==> src/rtl/int_controller_pkg.sv <==
// Shared configuration for the interrupt controller: bus widths, register map,
// FSM state encoding and the source-to-code mapping.
package int_controller_pkg;

  localparam int XLEN           = 32;
  localparam int INT_CODE_WIDTH = 4;

  localparam logic [3:0] REG_ENABLE  = 4'h0;
  localparam logic [3:0] REG_PENDING = 4'h4;
  localparam logic [3:0] REG_CLAIM   = 4'h8;

  typedef enum logic [1:0] {
    ST_IDLE   = 2'd0,
    ST_ASSERT = 2'd1,
    ST_BUSY   = 2'd2
  } state_t;

  // Code 0 means "no interrupt", so source i is reported as i+1.
  function automatic logic [INT_CODE_WIDTH-1:0] src_code(input logic [INT_CODE_WIDTH-1:0] idx);
    return idx + 1'b1;
  endfunction

endpackage

==> src/rtl/int_controller_if.sv <==
// Register-window bus between a CSR-side master and the interrupt controller.
interface int_controller_if;
  import int_controller_pkg::*;

  logic [3:0]      reg_addr;
  logic [XLEN-1:0] reg_wdata;
  logic            reg_we;
  logic            reg_re;
  logic [XLEN-1:0] reg_rdata;

  modport master (
    output reg_addr, reg_wdata, reg_we, reg_re,
    input  reg_rdata
  );

  modport slave (
    input  reg_addr, reg_wdata, reg_we, reg_re,
    output reg_rdata
  );

endinterface

==> src/rtl/int_controller_rr_picker.sv <==
// Combinational round-robin picker: first set request bit scanning upward
// from last_grant+1, wrapping at NUM_SRC-1.
module rr_picker #(
  parameter int NUM_SRC = 8,
  parameter int IDX_W   = 3
) (
  input  logic [NUM_SRC-1:0] req,
  input  logic [IDX_W-1:0]   last_grant,
  output logic               found,
  output logic [IDX_W-1:0]   idx
);

  always_comb begin
    int j;
    found = 1'b0;
    idx   = '0;
    j     = 0;
    for (int k = 1; k <= NUM_SRC; k++) begin
      j = int'(last_grant) + k;
      if (j >= NUM_SRC) j = j - NUM_SRC;
      if (!found && req[IDX_W'(j)]) begin
        found = 1'b1;
        idx   = IDX_W'(j);
      end
    end
  end

endmodule

==> src/rtl/int_controller.sv <==
// Interrupt controller: edge gateway into pending bits, ENABLE/PENDING/CLAIM
// register window and the claim/complete FSM driving int_code.
module int_controller
  import int_controller_pkg::*;
#(
  parameter int NUM_SRC = 8
) (
  input  logic                      clk,
  input  logic                      rst,
  input  logic [NUM_SRC-1:0]        irq_src,
  int_controller_if.slave           bus,
  output logic [INT_CODE_WIDTH-1:0] int_code
);

  localparam int IDX_W = (NUM_SRC > 1) ? $clog2(NUM_SRC) : 1;

  state_t                    state, state_nx;
  logic [NUM_SRC-1:0]        enable, pending, pending_nx, irq_prev, rise, clr_mask;
  logic [IDX_W-1:0]          winner, winner_nx, last_grant, last_grant_nx, pick_idx;
  logic [INT_CODE_WIDTH-1:0] int_code_nx, claim_val;
  logic                      pick_found;
  logic                      sel_enable, sel_pending, sel_claim;
  logic                      claim_rd, claim_wr, enable_wr;
  logic [NUM_SRC-1:0]        en_wdata;
  logic                      unused_wdata;

  assign sel_enable  = (bus.reg_addr == REG_ENABLE);
  assign sel_pending = (bus.reg_addr == REG_PENDING);
  assign sel_claim   = (bus.reg_addr == REG_CLAIM);
  assign claim_rd    = bus.reg_re && sel_claim;
  assign claim_wr    = bus.reg_we && sel_claim;
  assign enable_wr   = bus.reg_we && sel_enable;
  assign en_wdata    = bus.reg_wdata[NUM_SRC-1:0];
  assign unused_wdata = ^bus.reg_wdata;

  // Level lines become one-shot pending requests on their rising edge.
  assign rise       = irq_src & ~irq_prev;
  assign pending_nx = (pending & ~clr_mask) | rise;

  rr_picker #(
    .NUM_SRC (NUM_SRC),
    .IDX_W   (IDX_W)
  ) u_picker (
    .req        (pending & enable),
    .last_grant (last_grant),
    .found      (pick_found),
    .idx        (pick_idx)
  );

  always_comb begin
    state_nx      = state;
    int_code_nx   = int_code;
    winner_nx     = winner;
    last_grant_nx = last_grant;
    clr_mask      = '0;
    claim_val     = '0;
    case (state)
      ST_IDLE: begin
        int_code_nx = '0;
        if (pick_found) begin
          state_nx    = ST_ASSERT;
          winner_nx   = pick_idx;
          int_code_nx = src_code(INT_CODE_WIDTH'(pick_idx));
        end
      end
      ST_ASSERT: begin
        // A claim read outranks a simultaneous mask of the winner.
        if (claim_rd) begin
          claim_val        = src_code(INT_CODE_WIDTH'(winner));
          clr_mask[winner] = 1'b1;
          int_code_nx      = '0;
          state_nx         = ST_BUSY;
        end else if (enable_wr && !en_wdata[winner]) begin
          int_code_nx = '0;
          state_nx    = ST_IDLE;
        end
      end
      ST_BUSY: begin
        int_code_nx = '0;
        if (claim_wr && (bus.reg_wdata[INT_CODE_WIDTH-1:0] == src_code(INT_CODE_WIDTH'(winner)))) begin
          last_grant_nx = winner;
          state_nx      = ST_IDLE;
        end
      end
      default: begin
        int_code_nx = '0;
        state_nx    = ST_IDLE;
      end
    endcase
  end

  always_comb begin
    bus.reg_rdata = '0;
    if (sel_enable)       bus.reg_rdata = XLEN'(enable);
    else if (sel_pending) bus.reg_rdata = XLEN'(pending);
    else if (sel_claim)   bus.reg_rdata = XLEN'(claim_val);
  end

  always_ff @(posedge clk or negedge rst) begin
    if (!rst) begin
      state      <= ST_IDLE;
      int_code   <= '0;
      winner     <= '0;
      last_grant <= IDX_W'(NUM_SRC - 1);
      enable     <= '0;
      pending    <= '0;
      irq_prev   <= '0;
    end else begin
      state      <= state_nx;
      int_code   <= int_code_nx;
      winner     <= winner_nx;
      last_grant <= last_grant_nx;
      pending    <= pending_nx;
      irq_prev   <= irq_src;
      if (enable_wr) enable <= en_wdata;
    end
  end

endmodule

==> src/flat_wrapper.sv <==
// flat-port wrapper written by rule: the top's interface ports become plain ports
module int_controller_flat import int_controller_pkg::*;
#(
  parameter int NUM_SRC = 8
)
  (clk, rst, irq_src, int_code, bus_reg_addr, bus_reg_wdata, bus_reg_we, bus_reg_re, bus_reg_rdata);
  int_controller_if bus_i ();
  input  logic clk;
  input  logic rst;
  input  logic [NUM_SRC-1:0] irq_src;
  output logic [INT_CODE_WIDTH-1:0] int_code;
  input wire logic [$bits(bus_i.reg_addr)-1:0] bus_reg_addr;
  input wire logic [$bits(bus_i.reg_wdata)-1:0] bus_reg_wdata;
  input wire logic [$bits(bus_i.reg_we)-1:0] bus_reg_we;
  input wire logic [$bits(bus_i.reg_re)-1:0] bus_reg_re;
  output wire logic [$bits(bus_i.reg_rdata)-1:0] bus_reg_rdata;
  assign bus_i.reg_addr = bus_reg_addr;
  assign bus_i.reg_wdata = bus_reg_wdata;
  assign bus_i.reg_we = bus_reg_we;
  assign bus_i.reg_re = bus_reg_re;
  assign bus_reg_rdata = bus_i.reg_rdata;
  int_controller #(.NUM_SRC(NUM_SRC)) u_core (.clk(clk), .rst(rst), .irq_src(irq_src), .bus(bus_i), .int_code(int_code));
endmodule
==> config.mk <==
export PLATFORM = sky130hd
export DESIGN_NAME = int_controller_flat
export DESIGN_NICKNAME = d
export VERILOG_FILES = /design/src/rtl/int_controller_pkg.sv /design/src/rtl/int_controller_if.sv /design/src/rtl/int_controller_rr_picker.sv /design/src/rtl/int_controller.sv /design/src/flat_wrapper.sv
export SDC_FILE = /design/constraint.sdc
export NUM_CORES = 1
export LEC_CHECK = 0
export ABC_CLOCK_PERIOD_IN_PS = 4600
export CORE_ASPECT_RATIO = 2
export CORE_UTILIZATION = 25
export CTS_BUF_LIST = sky130_fd_sc_hd__clkbuf_8
export CTS_CLUSTER_SIZE = 10
export DETAILED_ROUTE_END_ITERATION = 10
export PLACE_DENSITY = 0.51
export SYNTH_ARGS = -nofsm -noshare
export SYNTH_HDL_FRONTEND = slang
export SYNTH_SLANG_ARGS = --single-unit
==> constraint.sdc <==
create_clock -name clk -period 4.6 [get_ports clk]
set_input_delay 0.69 -clock clk [delete_from_list [all_inputs] [get_ports clk]]
set_output_delay 0.69 -clock clk [all_outputs]
set_load 0.005 [all_outputs]
==> qor.yml, run 1 <==
status:
  status: "finished, final reports clean"
finish:
  finish.utilization_pct: 29.6
  nNetsFinal: 392
  drive_gt1_share_pct: 15.5
  final_cell_area_mm2: 0.00346
  final_common_cell: "clkdlybuf4s50_1"
  regArea_um2: 905
  syn2layout_area_growth_pct: 15.3
  num_antenna_cells: 0
  multiInputGateArea_mm2: 0.00187
  n_fill_cell: 1247
  mostFrequentLayoutCells: "34 x clkdlybuf4s50_1, 33 x dfrtp_1, 30 x o21ai_0, 26 x nand2_1, 24 x conb_1"
drt:
  vias: 2500
  viasPerCell: 5.14
  drc: 0
  drt-initial-drc-count: 83
  wl_per_cell_um: 17.6
  drt_first_pass_iters: 4
  routed_wl_um: 8540
  ant_nets: 0
sta:
  fin_crit_sh_pct: 86.4
  relSlewSlack_pct: 45.8
  timing.fmax_mhz: 252
  rsz0062_at_grt: "no"
  skew_ns: 0.00911
  setup_violations: 0
  fin_crit_ns: 3.98
  worst_pin_slew_ns: 0.813
  setup_tns_ns: 0
  slew_viol_final: 0
  hold_violations: 0
flow_run:
  drv_cap: 0
yosys:
  postSynthAreaPerCell_um2: 9.68
  synth_edf_count: 0
  yosys_warnings: 0
  synth-seq-cells: 36
  synth_cell_types: 67
  syn_inst: 310
  ys.flop_type: "dfrtp_1"
  syn-cell-area_mm2: 0.00300
  async_flop_share_pct: 100
  ys_seq_area_share_pct: 30.1
global_routing:
  antenna_found_initial: 0
  groute.usage.overall_pct: 14.6
  grt_pass1_wl_um: 13600
  grt_max_degree: 37
  gr-total-overflow: 0
  grt_pass1_vias: 2550
clock_network:
  cts_tree: "done"
  cts.clk_slew.worst_paths_ns: 0.07
  htree_levels: 2
  cts_sinks: 36
  post_cts_resized: 0
  cts_buffers: 5
  ctsHoldBuffers: 0
  clockRootBuffer: "clkbuf_8"
  clockBufferDepth: 2
  worstSkewPairLatency_ns: 0.29
  cts_setup_buffers: 0
critical_path:
  r2r_start: "u_core.last_grant[1]"
  cp-endpoint: "u_core.int_code[2]"
  worstReg2RegEnd: "u_core.int_code[2]"
  startpoint_type: "flop"
  crit_path_end_kind: "flop"
  arrival_ns: 4.15
  reg2reg_depth: 12
  crit_path_max_fanout: 14
  startpoint: "u_core.last_grant[1]"
  critPathKind: "flop to flop"
  required_ns: 4.78
  r2r_slack_ns: 0.62
pwr:
  p_leak_uw: 0.00144
  powerDensity_mw_per_mm2: 345
  max-vdd-ir-drop_mv: 0.258
placed_design:
  dpl_cell_area_mm2: 0.00338
  dp.final_hpwl_um: 6940
  place_congestion: 0.860
  port_buffers: 35
die:
  die_width_um: 79.5
  top_level_ports: 84
  start_util_pct: 25.7
  chipHeight_um: 157
  coreArea_mm2: 0.0117
  dieArea_mm2: 0.0125
  std_cell_rows: 56
hold_path:
  hp-class: "flop to flop"
## worst max-delay path, cell delays in order, from the launching register on
cell	delay, ns
dfstp_2	0.72
inv_2	0.18
ha_1	0.33
xnor2_1	0.37
o2111ai_1	0.23
and4b_1	0.32
nor4_4	0.42
nand2_2	0.10
o31a_1	0.24
and2_4	0.17
ha_1	0.18
or3_1	0.37
a32o_1	0.25
## layout make-up
class	instances	area share, %
clock inverter	3	0.325
clock buffer	5	1.99
multi-input combinational	244	54.0
tap	145	5.24
timing repair buffer	39	10.8
sequential	36	26.1
inverter	14	1.52
## metrics by stage
step                power (µW)  instances  setup WS, ns  hold slack (ns)
detailed placement         987        478         0.627            0.413
CTS                       1210        486         0.618            0.429
global placement           976        478         0.666            0.401
finish                    1200        486         0.624            0.424
floorplan                  818        333         0.556            0.394
global route              1270        486         0.407            0.439
## how the worst min path moves through the flow
stage / from / endpoint / cells after the start
after floorplan: rst / u_core.enable[0] / 0
after global placement: u_core.irq_prev[2] / u_core.pending[2] / 1
after detailed placement: u_core.irq_prev[1] / u_core.pending[1] / 1
after CTS: u_core.irq_prev[1] / u_core.pending[1] / 1
after global routing: u_core.irq_prev[0] / u_core.pending[0] / 1
final: u_core.irq_prev[1] / u_core.pending[1] / 1
## cells by family after synthesis
family | synth area share (%)
other | 0.125
adder cells (fa/ha/maj) | 1.67
multiplexers | 20.0
flip-flops | 30.1
buffers and inverters | 10.5
AND/OR/NAND/NOR | 19.9
AO/OA/AOI/OAI | 15.3
XOR/XNOR | 2.33
## synthesized netlist by cell type (3+ instances only)
library cell | instances | share of area, %
a22oi_1 | 3 | 0.75
and2_1 | 5 | 1.0
buf_4 | 24 | 6.0
clkbuf_1 | 9 | 1.1
dfrtp_1 | 33 | 28
dfstp_2 | 3 | 2.6
ha_1 | 4 | 1.7
inv_1 | 12 | 1.5
mux2_2 | 9 | 3.4
mux2i_1 | 11 | 3.7
mux4_1 | 6 | 5.3
mux4_2 | 9 | 6.8
nand2_1 | 26 | 3.3
nand2b_1 | 4 | 0.83
nand3_1 | 11 | 1.8
nand4_1 | 4 | 0.83
nand4b_1 | 3 | 0.88
nor2_1 | 13 | 1.6
nor2b_1 | 4 | 0.83
nor3b_1 | 4 | 1.0
o2111ai_1 | 5 | 1.5
o21ai_0 | 30 | 5.0
o22ai_1 | 3 | 0.63
or2_2 | 6 | 1.3
or3_1 | 3 | 0.63
xnor2_1 | 6 | 1.8
## sequential cells by signal, indices dropped and copies added, names as in the netlist
name,cells
u_core.enable,8
u_core.int_code,4
u_core.irq_prev,8
u_core.pending,8
u_core.winner,3
u_core.state,2
u_core.last_grant,3
## routing by layer
metal	global-route usage [%]	wire, µm
met4	9.52	471
met5	0	0
met2	29.2	5070
met3	0.812	255
met1	13.4	2740
## power breakdown
part           internal, µW  switching (µW)  leakage (µW)  total (µW)
Clock                   101             116     0.0000519         217
Combinational           267             259      0.000979         525
Sequential              368            85.1      0.000409         453
(Power assumes the default switching activity.)
==> run 2, diff against run 1 <==
Settings changed: SKIP_CTS_REPAIR_TIMING set to 1.
==> results of run 2 <==
The final DEF is identical to that of run 1; final timing and power are the same.
==> run 3, diff against run 2 <==
Settings changed: HOLD_SLACK_MARGIN set to 0.12.
==> results of run 3 <==
The final DEF is identical to that of run 1; final timing and power are the same.
